===== src/rtl/rt_frame_sequencer.sv =====
// Top-level ray-tracing frame sequencer: loads objects and camera, then per pixel issues a ray,
// streams the object list to the RTU, captures the colour and writes it to the frame buffer.
module rt_frame_sequencer #(
    parameter int unsigned H_RES    = 320,
    parameter int unsigned V_RES    = 240,
    parameter int unsigned MAX_OBJS = 64,
    parameter int unsigned COLOR_W  = 12,
    localparam int unsigned X_W     = (H_RES > 1) ? $clog2(H_RES) : 1,
    localparam int unsigned Y_W     = (V_RES > 1) ? $clog2(V_RES) : 1,
    localparam int unsigned OBJ_W   = (MAX_OBJS > 1) ? $clog2(MAX_OBJS) : 1,
    localparam int unsigned NOBJ_W  = $clog2(MAX_OBJS + 1),
    localparam int unsigned FB_AW   = (H_RES * V_RES > 1) ? $clog2(H_RES * V_RES) : 1
) (
    input  logic               clk,
    input  logic               rst,
    input  logic               start,
    input  logic               continuous,
    input  logic               abort,
    input  logic [NOBJ_W-1:0]  num_objs,
    output logic               objs_load_req,
    input  logic               objs_load_done,
    output logic               cam_load_req,
    input  logic               cam_load_done,
    output logic               ray_valid,
    input  logic               ray_ready,
    output logic [X_W-1:0]     ray_x,
    output logic [Y_W-1:0]     ray_y,
    output logic               ray_no_objs,
    output logic               obj_valid,
    input  logic               obj_ready,
    output logic [OBJ_W-1:0]   obj_idx,
    output logic               obj_last,
    input  logic               rtu_valid,
    output logic               rtu_ready,
    input  logic [COLOR_W-1:0] rtu_color,
    output logic               fb_we,
    input  logic               fb_ready,
    output logic [FB_AW-1:0]   fb_addr,
    output logic [COLOR_W-1:0] fb_wdata,
    output logic               busy,
    output logic               frame_done,
    output logic [15:0]        frame_count
);

    typedef enum logic [2:0] {
        StIdle,
        StLoadObjs,
        StLoadCam,
        StCamToRtu,
        StObjToRtu,
        StRtuWait,
        StRtuToFb,
        StFrameDone
    } state_e;

    state_e             state_q, state_d;
    logic [X_W-1:0]     x_q, x_d;
    logic [Y_W-1:0]     y_q, y_d;
    logic [FB_AW-1:0]   fb_addr_q, fb_addr_d;
    logic [OBJ_W-1:0]   obj_idx_q, obj_idx_d;
    logic [NOBJ_W-1:0]  num_objs_q, num_objs_d;
    logic [COLOR_W-1:0] color_q, color_d;
    logic [15:0]        frame_count_q, frame_count_d;
    logic               abort_pend_q, abort_pend_d;

    logic objs_load_req_q, objs_load_req_d;
    logic cam_load_req_q, cam_load_req_d;
    logic ray_valid_q, ray_valid_d;
    logic ray_no_objs_q, ray_no_objs_d;
    logic obj_valid_q, obj_valid_d;
    logic obj_last_q, obj_last_d;
    logic rtu_ready_q, rtu_ready_d;
    logic fb_we_q, fb_we_d;
    logic busy_q, busy_d;
    logic frame_done_q, frame_done_d;

    logic abort_any;
    logic last_col;
    logic last_row;
    logic last_pixel;

    // A pending abort or one arriving this cycle both count at a pixel boundary.
    assign abort_any  = abort | abort_pend_q;
    assign last_col   = (x_q == X_W'(H_RES - 1));
    assign last_row   = (y_q == Y_W'(V_RES - 1));
    assign last_pixel = last_col & last_row;

    always_comb begin
        state_d       = state_q;
        x_d           = x_q;
        y_d           = y_q;
        fb_addr_d     = fb_addr_q;
        obj_idx_d     = obj_idx_q;
        num_objs_d    = num_objs_q;
        color_d       = color_q;
        frame_count_d = frame_count_q;
        abort_pend_d  = abort_pend_q;

        case (state_q)
            StIdle: begin
                if (start) begin
                    num_objs_d = (num_objs > NOBJ_W'(MAX_OBJS)) ? NOBJ_W'(MAX_OBJS) : num_objs;
                    state_d    = StLoadObjs;
                end
            end
            StLoadObjs: begin
                if (abort_any) begin
                    state_d = StIdle;
                end else if (objs_load_done) begin
                    state_d = StLoadCam;
                end
            end
            StLoadCam: begin
                if (abort_any) begin
                    state_d = StIdle;
                end else if (cam_load_done) begin
                    state_d = StCamToRtu;
                end
            end
            StCamToRtu: begin
                if (ray_valid_q && ray_ready) begin
                    state_d = (num_objs_q == '0) ? StRtuWait : StObjToRtu;
                end
            end
            StObjToRtu: begin
                if (obj_valid_q && obj_ready) begin
                    if (obj_last_q) begin
                        state_d = StRtuWait;
                    end else begin
                        obj_idx_d = obj_idx_q + OBJ_W'(1);
                    end
                end
            end
            StRtuWait: begin
                if (rtu_valid && rtu_ready_q) begin
                    color_d = rtu_color;
                    state_d = StRtuToFb;
                end
            end
            StRtuToFb: begin
                if (fb_we_q && fb_ready) begin
                    fb_addr_d = fb_addr_q + FB_AW'(1);
                    if (last_col) begin
                        x_d = '0;
                        y_d = last_row ? '0 : y_q + Y_W'(1);
                    end else begin
                        x_d = x_q + X_W'(1);
                    end
                    if (abort_any) begin
                        state_d = StIdle;
                    end else if (last_pixel) begin
                        state_d       = StFrameDone;
                        frame_count_d = frame_count_q + 16'd1;
                    end else begin
                        state_d = StCamToRtu;
                    end
                end
            end
            StFrameDone: begin
                state_d = continuous ? StLoadCam : StIdle;
            end
            default: state_d = StIdle;
        endcase

        if (state_d == StLoadCam && state_q != StLoadCam) begin
            x_d       = '0;
            y_d       = '0;
            fb_addr_d = '0;
        end
        if (state_d == StCamToRtu && state_q != StCamToRtu) begin
            obj_idx_d = '0;
        end

        if (state_d == StIdle) begin
            abort_pend_d = 1'b0;
        end else if (abort && state_q != StIdle) begin
            abort_pend_d = 1'b1;
        end

        // Outputs are registered and decoded from the next state so they rise on state entry.
        objs_load_req_d = (state_d == StLoadObjs);
        cam_load_req_d  = (state_d == StLoadCam);
        ray_valid_d     = (state_d == StCamToRtu);
        obj_valid_d     = (state_d == StObjToRtu);
        rtu_ready_d     = (state_d == StRtuWait);
        fb_we_d         = (state_d == StRtuToFb);
        frame_done_d    = (state_d == StFrameDone);
        busy_d          = (state_d != StIdle);
        ray_no_objs_d   = busy_d && (num_objs_d == '0);
        obj_last_d      = (state_d == StObjToRtu) &&
                          (NOBJ_W'(obj_idx_d) == num_objs_d - NOBJ_W'(1));
    end

    always_ff @(posedge clk) begin
        if (rst) begin
            state_q         <= StIdle;
            x_q             <= '0;
            y_q             <= '0;
            fb_addr_q       <= '0;
            obj_idx_q       <= '0;
            num_objs_q      <= '0;
            color_q         <= '0;
            frame_count_q   <= '0;
            abort_pend_q    <= 1'b0;
            objs_load_req_q <= 1'b0;
            cam_load_req_q  <= 1'b0;
            ray_valid_q     <= 1'b0;
            ray_no_objs_q   <= 1'b0;
            obj_valid_q     <= 1'b0;
            obj_last_q      <= 1'b0;
            rtu_ready_q     <= 1'b0;
            fb_we_q         <= 1'b0;
            busy_q          <= 1'b0;
            frame_done_q    <= 1'b0;
        end else begin
            state_q         <= state_d;
            x_q             <= x_d;
            y_q             <= y_d;
            fb_addr_q       <= fb_addr_d;
            obj_idx_q       <= obj_idx_d;
            num_objs_q      <= num_objs_d;
            color_q         <= color_d;
            frame_count_q   <= frame_count_d;
            abort_pend_q    <= abort_pend_d;
            objs_load_req_q <= objs_load_req_d;
            cam_load_req_q  <= cam_load_req_d;
            ray_valid_q     <= ray_valid_d;
            ray_no_objs_q   <= ray_no_objs_d;
            obj_valid_q     <= obj_valid_d;
            obj_last_q      <= obj_last_d;
            rtu_ready_q     <= rtu_ready_d;
            fb_we_q         <= fb_we_d;
            busy_q          <= busy_d;
            frame_done_q    <= frame_done_d;
        end
    end

    assign objs_load_req = objs_load_req_q;
    assign cam_load_req  = cam_load_req_q;
    assign ray_valid     = ray_valid_q;
    assign ray_x         = x_q;
    assign ray_y         = y_q;
    assign ray_no_objs   = ray_no_objs_q;
    assign obj_valid     = obj_valid_q;
    assign obj_idx       = obj_idx_q;
    assign obj_last      = obj_last_q;
    assign rtu_ready     = rtu_ready_q;
    assign fb_we         = fb_we_q;
    assign fb_addr       = fb_addr_q;
    assign fb_wdata      = color_q;
    assign busy          = busy_q;
    assign frame_done    = frame_done_q;
    assign frame_count   = frame_count_q;

endmodule


===== config.mk =====
export PLATFORM = sky130hd
export DESIGN_NAME = rt_frame_sequencer
export DESIGN_NICKNAME = d
export VERILOG_FILES = /design/src/rtl/rt_frame_sequencer.sv
export SDC_FILE = /design/constraint.sdc
export NUM_CORES = 1
export LEC_CHECK = 0
export CAP_MARGIN = 20
export CORE_MARGIN = 5
export CORE_UTILIZATION = 53
export CTS_CLUSTER_SIZE = 8
export DETAILED_ROUTE_END_ITERATION = 12
export PLACE_DENSITY = 0.86
export SYNTH_ARGS = -nofsm -noshare
export SYNTH_HDL_FRONTEND = slang
export SYNTH_SLANG_ARGS = --single-unit

===== constraint.sdc =====
create_clock -name clk -period 5.1 [get_ports clk]
set_input_delay 0.51 -clock clk [delete_from_list [all_inputs] [get_ports clk]]
set_output_delay 0.51 -clock clk [all_outputs]
set_load 0.005 [all_outputs]

Word-level counts from Yosys, hierarchy flattened. Cells that the tools add are included.

Input bits: 30. Word-level logic and storage cells: 93. Register bits after elaboration: 89. Output and inout port bits: 78.

Reductions and logical operators: 21. Bitwise operators: 3. Equal/unequal tests: 19. $lt $le $gt $ge: 1. Mux-type cells: 24. Add/sub/neg operators: 6.

Operators with widths (count): two-way mux 3 bit (12); == test 3 bit (second input constant) (8); two-way mux 6 bit (4); one-hot mux 3 bit (8 select lines) (1); two-way mux 7 bit (3); adder 17 x 1 -> 17 bit (second input constant) (1); adder 16 x 1 -> 16 bit (second input constant) (1); zero test 7 bit (2); == test 3 x 2 -> 1 bit (second input constant) (4); adder 9 x 1 -> 9 bit (second input constant) (1); == test 9 bit (second input constant) (1); logical AND 1 bit (9); two-way mux 9 bit (1); adder 8 x 1 -> 8 bit (second input constant) (1); == test 8 bit (second input constant) (1); two-way mux 8 bit (1); == test 6 x 7 -> 1 bit (1); > comparator 7 bit (second input constant) (1); subtractor 7 x 1 -> 7 bit (second input constant) (1); adder 6 x 1 -> 6 bit (second input constant) (1); == test 3 x 1 -> 1 bit (second input constant) (2); zero test 3 bit (2); != test 3 x 2 -> 1 bit (second input constant) (2); nonzero test 3 bit (2); 9 further kinds (11).

Logic depth before layout (Yosys ltp). Gate-level depths: netlist (run 1).

Depth after elaboration: 11. Depth in mapped cells: 11.

Worst setup path after synthesis (run 1). No wires, ideal clock.

Path type: in2reg. From: input start. To: register obj_last_q, in the netlist obj_last. Buffers on the path: 1. Arrival: 2.694 ns. Path slack: 2.318 ns. Library setup time: 0.088 ns. Stages on the path: 9. Cells stage by stage: or4b_4 -> buf_6 -> nor3b_1 -> a21oi_1 -> ha_1 -> or2_2 -> or3b_1 -> a32o_1 -> nor4_2.

Cells in the longest elaborated chain, start to end: 7. Elaborated cells between the ends (all ways): 11. Those cells by class: add/sub: 1; eq/ne: 3; mux: 5; reduce/logical: 2.

RTL lines: from (decl) (RTL line 16) `input logic start,`; parallel branches: the longest is 6 deep, another holds subtractor 7 x 1 -> 7 bit; logical AND 1 bit * (RTL line 190) `obj_last_d = (state_d == StObjToRtu) &&`; to (signal assigned) (RTL line 230) `obj_last_q <= obj_last_d;`; to (decl) (RTL line 71) `logic obj_last_q, obj_last_d;`.

Mark *: on every way between the ends. A chain may end at the register's enable or synchronous reset.

Worst setup path in the final report (run 1).
From: register state_q[0]. To: register y_q[6], in the netlist ray_y[6].

Cells in the longest elaborated chain, start to end: 6. Elaborated cells between the ends (all ways): 24. Those cells by class: eq/ne: 9; mux: 11; reduce/logical: 4.

RTL lines: from (decl) (RTL line 56) `state_e state_q, state_d;`; from (signal assigned) (RTL line 196) `state_q <= StIdle;`; from (signal assigned) (RTL line 216) `state_q <= state_d;`; two-way mux 3 bit (on tied branches) (RTL line 127, 109, 116); two-way mux 3 bit (on tied branches) (RTL line 126, 107, 114); one-hot mux 3 bit (8 select lines) (RTL line 99) `case (state_q)`; == test 3 x 2 -> 1 bit (RTL line 165) `if (state_d == StLoadCam && state_q != StLoadCam) begin`; logical AND 1 bit (RTL line 165); OR reduction 2 bit (no source line); to (signal assigned) (RTL line 218) `y_q <= y_d;`; to (decl) (RTL line 58) `logic [Y_W-1:0] y_q, y_d;`.

Several ways; a longest one is shown, not always the timed one.

==> results.md, run 1 <==
- Status: finished clean
- Yosys warns: 0
- Pleak: 1.949 nW
- Longest Clk Path Bufs: 2
- Worst Path Required: 5.32 ns
- Max-Cap Viols: 0
- Antenna-violating nets left: 0
- Distinct cell type count after synthesis: 58
- GR Util met1: 0.2607
- Min cycle time layout: between 3 and 4 ns
- Fmax: 305.7 MHz
- Post-CTS setup buffer count: 0
- Synthesized flop and latch total: 89
- Total power: 1.308 mW
- Final nets: 614
- Max IR drop VDD: 0.1677 mV
- Arr. time, crit path: 3.49 ns
- Post-synth EDFFs: 0
- Routed vias: 3755
- Worst-path clk slew: 0.09 ns
- First-pass GRT wire length: around 17 mm
- Met2 GRT Util: 0.3693
- Routability cong.: 0.9590
- Most common flop cell mapped by yosys: dfxtp_1
- Clock H-tree levels: 3
- Register-to-Register Setup Slack: 1.83 ns
- CTS tree: done
- Mapped Nets: just over 500
- Crit share post-route: 0.6415
- Core area: between 7000 and 8000 um^2
- Pwr per Cell Area: 236.2 nW/um^2
- Synth top area cells: dfxtp_1, nor2_1, xor2_1
- Routed WL per cell: roughly 15 um
- Clk Latency, worst-skew pair: 0.35 ns
- Top-area cell type share of the netlist area: 0.4237
- Port bufs: 107
- Finish-stage setup viols: 0
- All-layer global routing usage: 0.2147
- Dpl hpwl: 7.989 mm
- Layout cells sized above 1: 0.04811
- Initial core utilization: 0.5442
- Grt met3 use: 0.05520
- Relative slew margins: 0.4329
- CP Capture Type: flip-flop
- Startpoint Class: flip-flop
- GRT overflow: 0
- DRC: 0
- Largest net degree at the start of global routing: 29
- Worst Tran Pin Value: 0.8475 ns
- Routed WL: 10.59 mm
- Avg Vias per Cell: 5.490
- Worst-path fanout max: 25
- Synthesized cell area: approximately 4200 um^2
- TritonRoute pass-1 iters: 4
- Initial antenna violation count: 0
- Sum Neg Setup Slack: 0 ns
- Pins Over Slew Limit: 0
- CP Class: flip-flop to flip-flop
- CTS resizes: 0
- RSZ-0062 raised after global routing: no
- Hold Crit Class: flip-flop to flip-flop
- Total CTS buffers: 9
- Asr flop ratio synth: 0
- P&R area growth vs syn: 31.75%
- Row count: 32
- Avg Cell Area, Syn: 8.853 um^2
- Post-synth top area cell: dfxtp_1
- Final hold violation count: 0
- Vias in the first global route: around 3.7k
- Sink Count: ~90
- Die Ht: around 100 um
- Ant diodes: 0
- Die area: slightly below 10000 um^2
- Root Driver: clkbuf_8
- Ports: between 100 and 150
- Busiest layer in global routing: met2
- Die X: 99.08 um
- Hold_buf cts: 0
- DRT iter0 DRCs: 258
- Sequential cell area fraction in the yosys report: 0.4237
- Cells after synthesis: roughly 480
- Skew final: 0.01365 ns
==> synthesized netlist by cell type (3+ instances only) <==
cell type   n
dfxtp_1    89
nor2_1     87
nand2_1    36
xor2_1     31
xnor2_1    21
nand3_1    20
mux2i_1    19
nand4_1    14
a21oi_1    13
clkbuf_1   12
o21ai_0    12
nor3_1     10
and3_1      8
ha_1        7
nor2b_1     7
nor4_1      7
nand3b_1    6
nor3b_1     6
or3_1       6
inv_1       5
and2_1      4
buf_2       4
a21o_1      3
nand2b_1    3
o31ai_1     3
==> worst max-delay path: stages, from the launching register on <==
cell	delay, ns
dfxtp_1	0.58
nand3b_1	0.27
nor2_1	0.25
o31a_1	0.37
a211oi_1	0.66
a31o_2	0.60
o21bai_1	0.31
nor2_1	0.09
==> path summary, 6_finish.rpt <==
path,startpoint,endpoint,cells after the start
min reg2reg,abort_pend_q$_SDFFE_PP0P_,abort_pend_q$_SDFFE_PP0P_,1
max,state_q[0]$_SDFF_PP0_,ray_y[6]$_SDFFE_PP0P_,7
min,abort_pend_q$_SDFFE_PP0P_,abort_pend_q$_SDFFE_PP0P_,1
max reg2reg,state_q[0]$_SDFF_PP0_,ray_y[6]$_SDFFE_PP0P_,7
==> cell usage in the layout (no fill, tap or decap), types with 2 or more instances in the layout <==
cell and n:
o21a_1 2, inv_1 5, mux2i_1 19, dfxtp_1 89, and2_1 4, clkinvlp_4 2
clkbuf_8 9, a21boi_0 2, a211oi_1 2, a21o_1 3, nand4_1 14, o31a_1 2
nor4_1 7, nand2_1 36, inv_6 3, clkdlybuf4s50_1 107, nor2b_1 7, a21oi_1 13
nor3b_1 5, xor2_1 31, xnor2_1 21, or3_1 6, and3_1 8, and2_0 2
o21ai_0 12, nor3_1 10, nand2b_1 3, nor4_2 2, o31ai_1 3, nand3b_1 6
nand3_1 20, xnor3_1 2, nor2_1 87, ha_1 7, and4_1 2
==> cell families (layout without fill, tap and decap cells) <==
kind of cell	count (synthesis)	after routing	synth area share
compound gates	52	52	0.08629
simple gates	231	231	0.2797
buf+inv	23	130	0.02529
mux	19	19	0.04522
xor+xnor	54	54	0.1190
fa+ha+maj	7	7	0.02083
flops	89	89	0.4237
==> metrics by stage <==
step | util | instance area (um^2) | instances | hold slack (ns) | setup WS (ns)
6_report | 0.7170 | 5540 | 684 | 0.4967 | 1.828
5_1_grt | 0.7170 | 5540 | 684 | 0.5205 | 1.585
4_1_cts | 0.7155 | 5529 | 683 | 0.4985 | 1.857
3_5_place_dp | 0.6896 | 5329 | 667 | 0.4789 | 1.621
3_3_place_gp | 0.6896 | 5329 | 667 | 0.4484 | 1.743
2_1_floorplan | - | 4205 | 475 | 0.4411 | 2.318
==> registers in the layout, indices dropped and copies added, names as in the netlist <==
name,count
frame_count,16
busy,1
fb_wdata,12
num_objs_q,7
obj_last,1
rtu_ready,1
ray_no_objs,1
fb_addr,17
objs_load_req,1
abort_pend_q,1
obj_valid,1
ray_x,9
frame_done,1
ray_y,8
obj_idx,6
fb_we,1
ray_valid,1
cam_load_req,1
state_q,3
==> metal layers <==
layer / vias to the layer above / part of all wire / wire [um]
li1: 1851 / - / -
met1: 1781 / 0.42 / 4450
met2: 109 / 0.51 / 5382
met3: 14 / 0.055 / 582
met4: 0 / 0.017 / 179
met5: - / 0 / 0
==> cell type report <==
| type | count | area, um^2 |
|---|---|---|
| Clock buffer | 9 | 123.9 |
| Fill cell | 570 | 2187 |
| Sequential cell | 89 | 1782 |
| Multi-Input combinational cell | 363 | 2322 |
| Timing Repair Buffer | 109 | 1090 |
| Tap cell | 102 | 127.6 |
| Clock inverter | 7 | 76.32 |
| Inverter | 5 | 18.77 |
==> power by group <==
| group | total (mW) | switching (mW) | internal (mW) |
|---|---|---|---|
| Sequential | 0.705 | 0.00526 | 0.700 |
| Clock | 0.492 | 0.261 | 0.231 |
| Combinational | 0.111 | 0.0566 | 0.0548 |
(Power assumes the default switching activity.)
==> run 2, diff against run 1 <==
Settings changed: CORE_UTILIZATION 53 to 44, PLACE_DENSITY 0.86 to 0.76.
Clock period 5.1 ns to 2.8 ns, I/O delays scaled along.
==> results.md, run 2 (same netlist as run 1, synthesis figures left out) <==
- Critical path's slowest cell: or4b_4
- Antenna-violating nets left: 0 (unchanged)
- Core area: 9284 um^2 (+20%)
- Ant diodes: 0 (unchanged)
- DRC: 0 (unchanged)
- Skew final: 0.009082 ns (-0.004567 ns)
- CTS tree: done
- Root Driver: clkbuf_8
- Final hold violation count: 0 (unchanged)
- Total CTS buffers: 9 (unchanged)
- TritonRoute pass-1 iters: 5 (+1)
- Initial antenna violation count: 0 (unchanged)
- Die area: 11610 um^2 (+18%)
- Arr. time, crit path: 2.93 ns (-0.56 ns)
- Relative slew margins: 0.6503 (+0.2174)
- Finished Cell Area: 5743 um^2 (+3.7%)
- Worst Path Required: 3.07 ns (-2.25 ns)
- Final worst slack: 0.1377 ns (-1.691 ns)
- Die Ht: 107.8 um (+8.8%)
- Crit share post-route: 0.9508 (+0.3093)
- Routability cong.: 0.8467 (-12%)
- Finish-stage setup viols: 0 (unchanged)
- Pins Over Slew Limit: 0 (unchanged)
- Placed inst area: 5558 um^2 (+4.3%)
- CP Capture Type: flip-flop
- Pwr per Cell Area: 407.4 nW/um^2 (+73%)
- Die X: 107.8 um (+8.8%)
- Sink Count: 89 (unchanged)
- Min cycle time layout: 2.662 ns (-0.6094 ns)
- GRT overflow: 0 (unchanged)
- First-pass GRT wire length: 17.73 mm (+1.6%)
- Placed cells: 720 (+7.9%)
- Max FFs per register: 17 (unchanged)
- All-layer global routing usage: 0.1878 (-0.02687)
- Layout cells sized above 1: 0.08896 (+0.04085)
- Most common cell after layout, fill and taps aside: clkdlybuf4s50_1
- Status: finished clean
- Place WS: -0.1550 ns (-1.776 ns)
- Hold Crit Class: flip-flop to flip-flop
- DRT iter0 DRCs: 103 (-60%)
- Vias in the first global route: 3801 (+2.0%)
- Port bufs: 107 (unchanged)
- Largest net degree at the start of global routing: 32 (+10%)
- Avg Vias per Cell: 5.197 (-5.3%)
- Crit path cell chain: or4b_4, nor3b_1, a21oi_1, ha_1, or2_2, or3b_1, a32o_1, nor4_2
- Routed vias: 3825 (+1.9%)
- Total power: 2.340 mW (+79%)
- Worst-path clk slew: 0.10 ns (about the same)
- Clock H-tree levels: 3 (unchanged)
- Fmax: 375.6 MHz (+23%)
- CP peak stage delay: 0.56 ns (-0.10 ns)
- CP Class: flip-flop to flip-flop
- Longest Clk Path Bufs: 2 (unchanged)
- Worst-path fanout max: 3 (-88%)
- P&R area growth vs syn: 36.57%
- Row count: 35 (+9.4%)
- Dpl hpwl: 8.207 mm (+2.7%)
- Ports: 108 (unchanged)
- Clk Latency, worst-skew pair: 0.36 ns (about the same)
- Routed WL per cell: 14.67 um (-5.3%)
- Initial core utilization: 0.4530 (-0.09124)
- Commonest non-fill, non-tap cells in the layout: clkdlybuf4s50_1, dfxtp_1, nor2_1
- Worst Tran Pin Value: 0.5229 ns (-0.3246 ns)
- RSZ-0062 raised after global routing: no
- Max-Cap Viols: 0 (unchanged)
- Routed WL: 10.80 mm (+1.9%)
- Final nets: 640 (+4.2%)
- Pleak: 2.060 nW (+5.7%)
- Max IR drop VDD: 0.1978 mV (+18%)
- Startpoint Class: flip-flop
- Post-Layout Cell Count: 736 (+7.6%)
[run 2: changes by cell type in the layout (fill, tap and decap cells not counted), sizes merged]
cell | before | now
bufinv | 1 | 0
buf | 2 | 28
[run 2: what timing repair did]
action | in CTS | in global routing
hold endpoints to repair | 0 | 0
setup endpoints to repair | 0 | 7
resized for setup | 0 | 1
buffers inserted | 0 | 1
hold buffers | 0 | 0
[run 2: through the flow]
stage | hold WS, ns | utilization | TNS (ns)
CTS | 0.4809 | 0.6177 | 0
global placement | 0.4494 | 0.5987 | -0.1109
floorplan | 0.4272 | - | 0
detailed placement | 0.4559 | 0.5987 | -0.1550
finish | 0.4753 | 0.6186 | 0
global route | 0.5188 | 0.6186 | 0
[run 2: worst paths after layout]
kind                             startpoint                        end  slack (ns)  cells past startpoint
hold reg to reg   abort_pend_q$_SDFFE_PP0P_  abort_pend_q$_SDFFE_PP0P_        0.48                      1
hold / removal    abort_pend_q$_SDFFE_PP0P_  abort_pend_q$_SDFFE_PP0P_        0.48                      1
setup reg to reg      state_q[1]$_SDFF_PP0_        obj_last$_SDFF_PP0_        0.14                      8
setup / recovery      state_q[1]$_SDFF_PP0_        obj_last$_SDFF_PP0_        0.14                      8
[run 2: power by group]
| part | leakage (nW) | internal (mW) | total, mW | switching, mW |
|---|---|---|---|---|
| Sequential | 0.719 | 1.28 | 1.28 | 0.00752 |
| Combinational | 1.26 | 0.121 | 0.230 | 0.108 |
| Clock | 0.0842 | 0.332 | 0.828 | 0.496 |
| Total | 2.06 | 1.73 | 2.34 | 0.612 |
[run 2: layout make-up]
class	count	area [um^2]
Tap cell	129	161.4
Multi-Input combinational cell	363	2322
Fill cell	833	3541
Clock buffer	9	123.9
Timing Repair Buffer	135	1281
Inverter	5	18.77
Clock inverter	6	52.55
Sequential cell	89	1783
[run 2: per-layer routing]
layer / vias to the layer above / GRT usage / wire, um
met5: - / 0 / 0
met4: 0 / 0.07845 / 223
met3: 19 / 0.03119 / 400
met2: 82 / 0.3313 / 5396
met1: 1812 / 0.2244 / 4780
li1: 1912 / - / -
[run 2: critical path: cells and delay by family, from the launching register on]
kind / cells / cell delay, ns
and+or+nand+nor: 5 / 1.55
AOI/OAI and AO/OA: 2 / 0.36
adders and majority gates: 1 / 0.31
DFF: 1 / 0.37
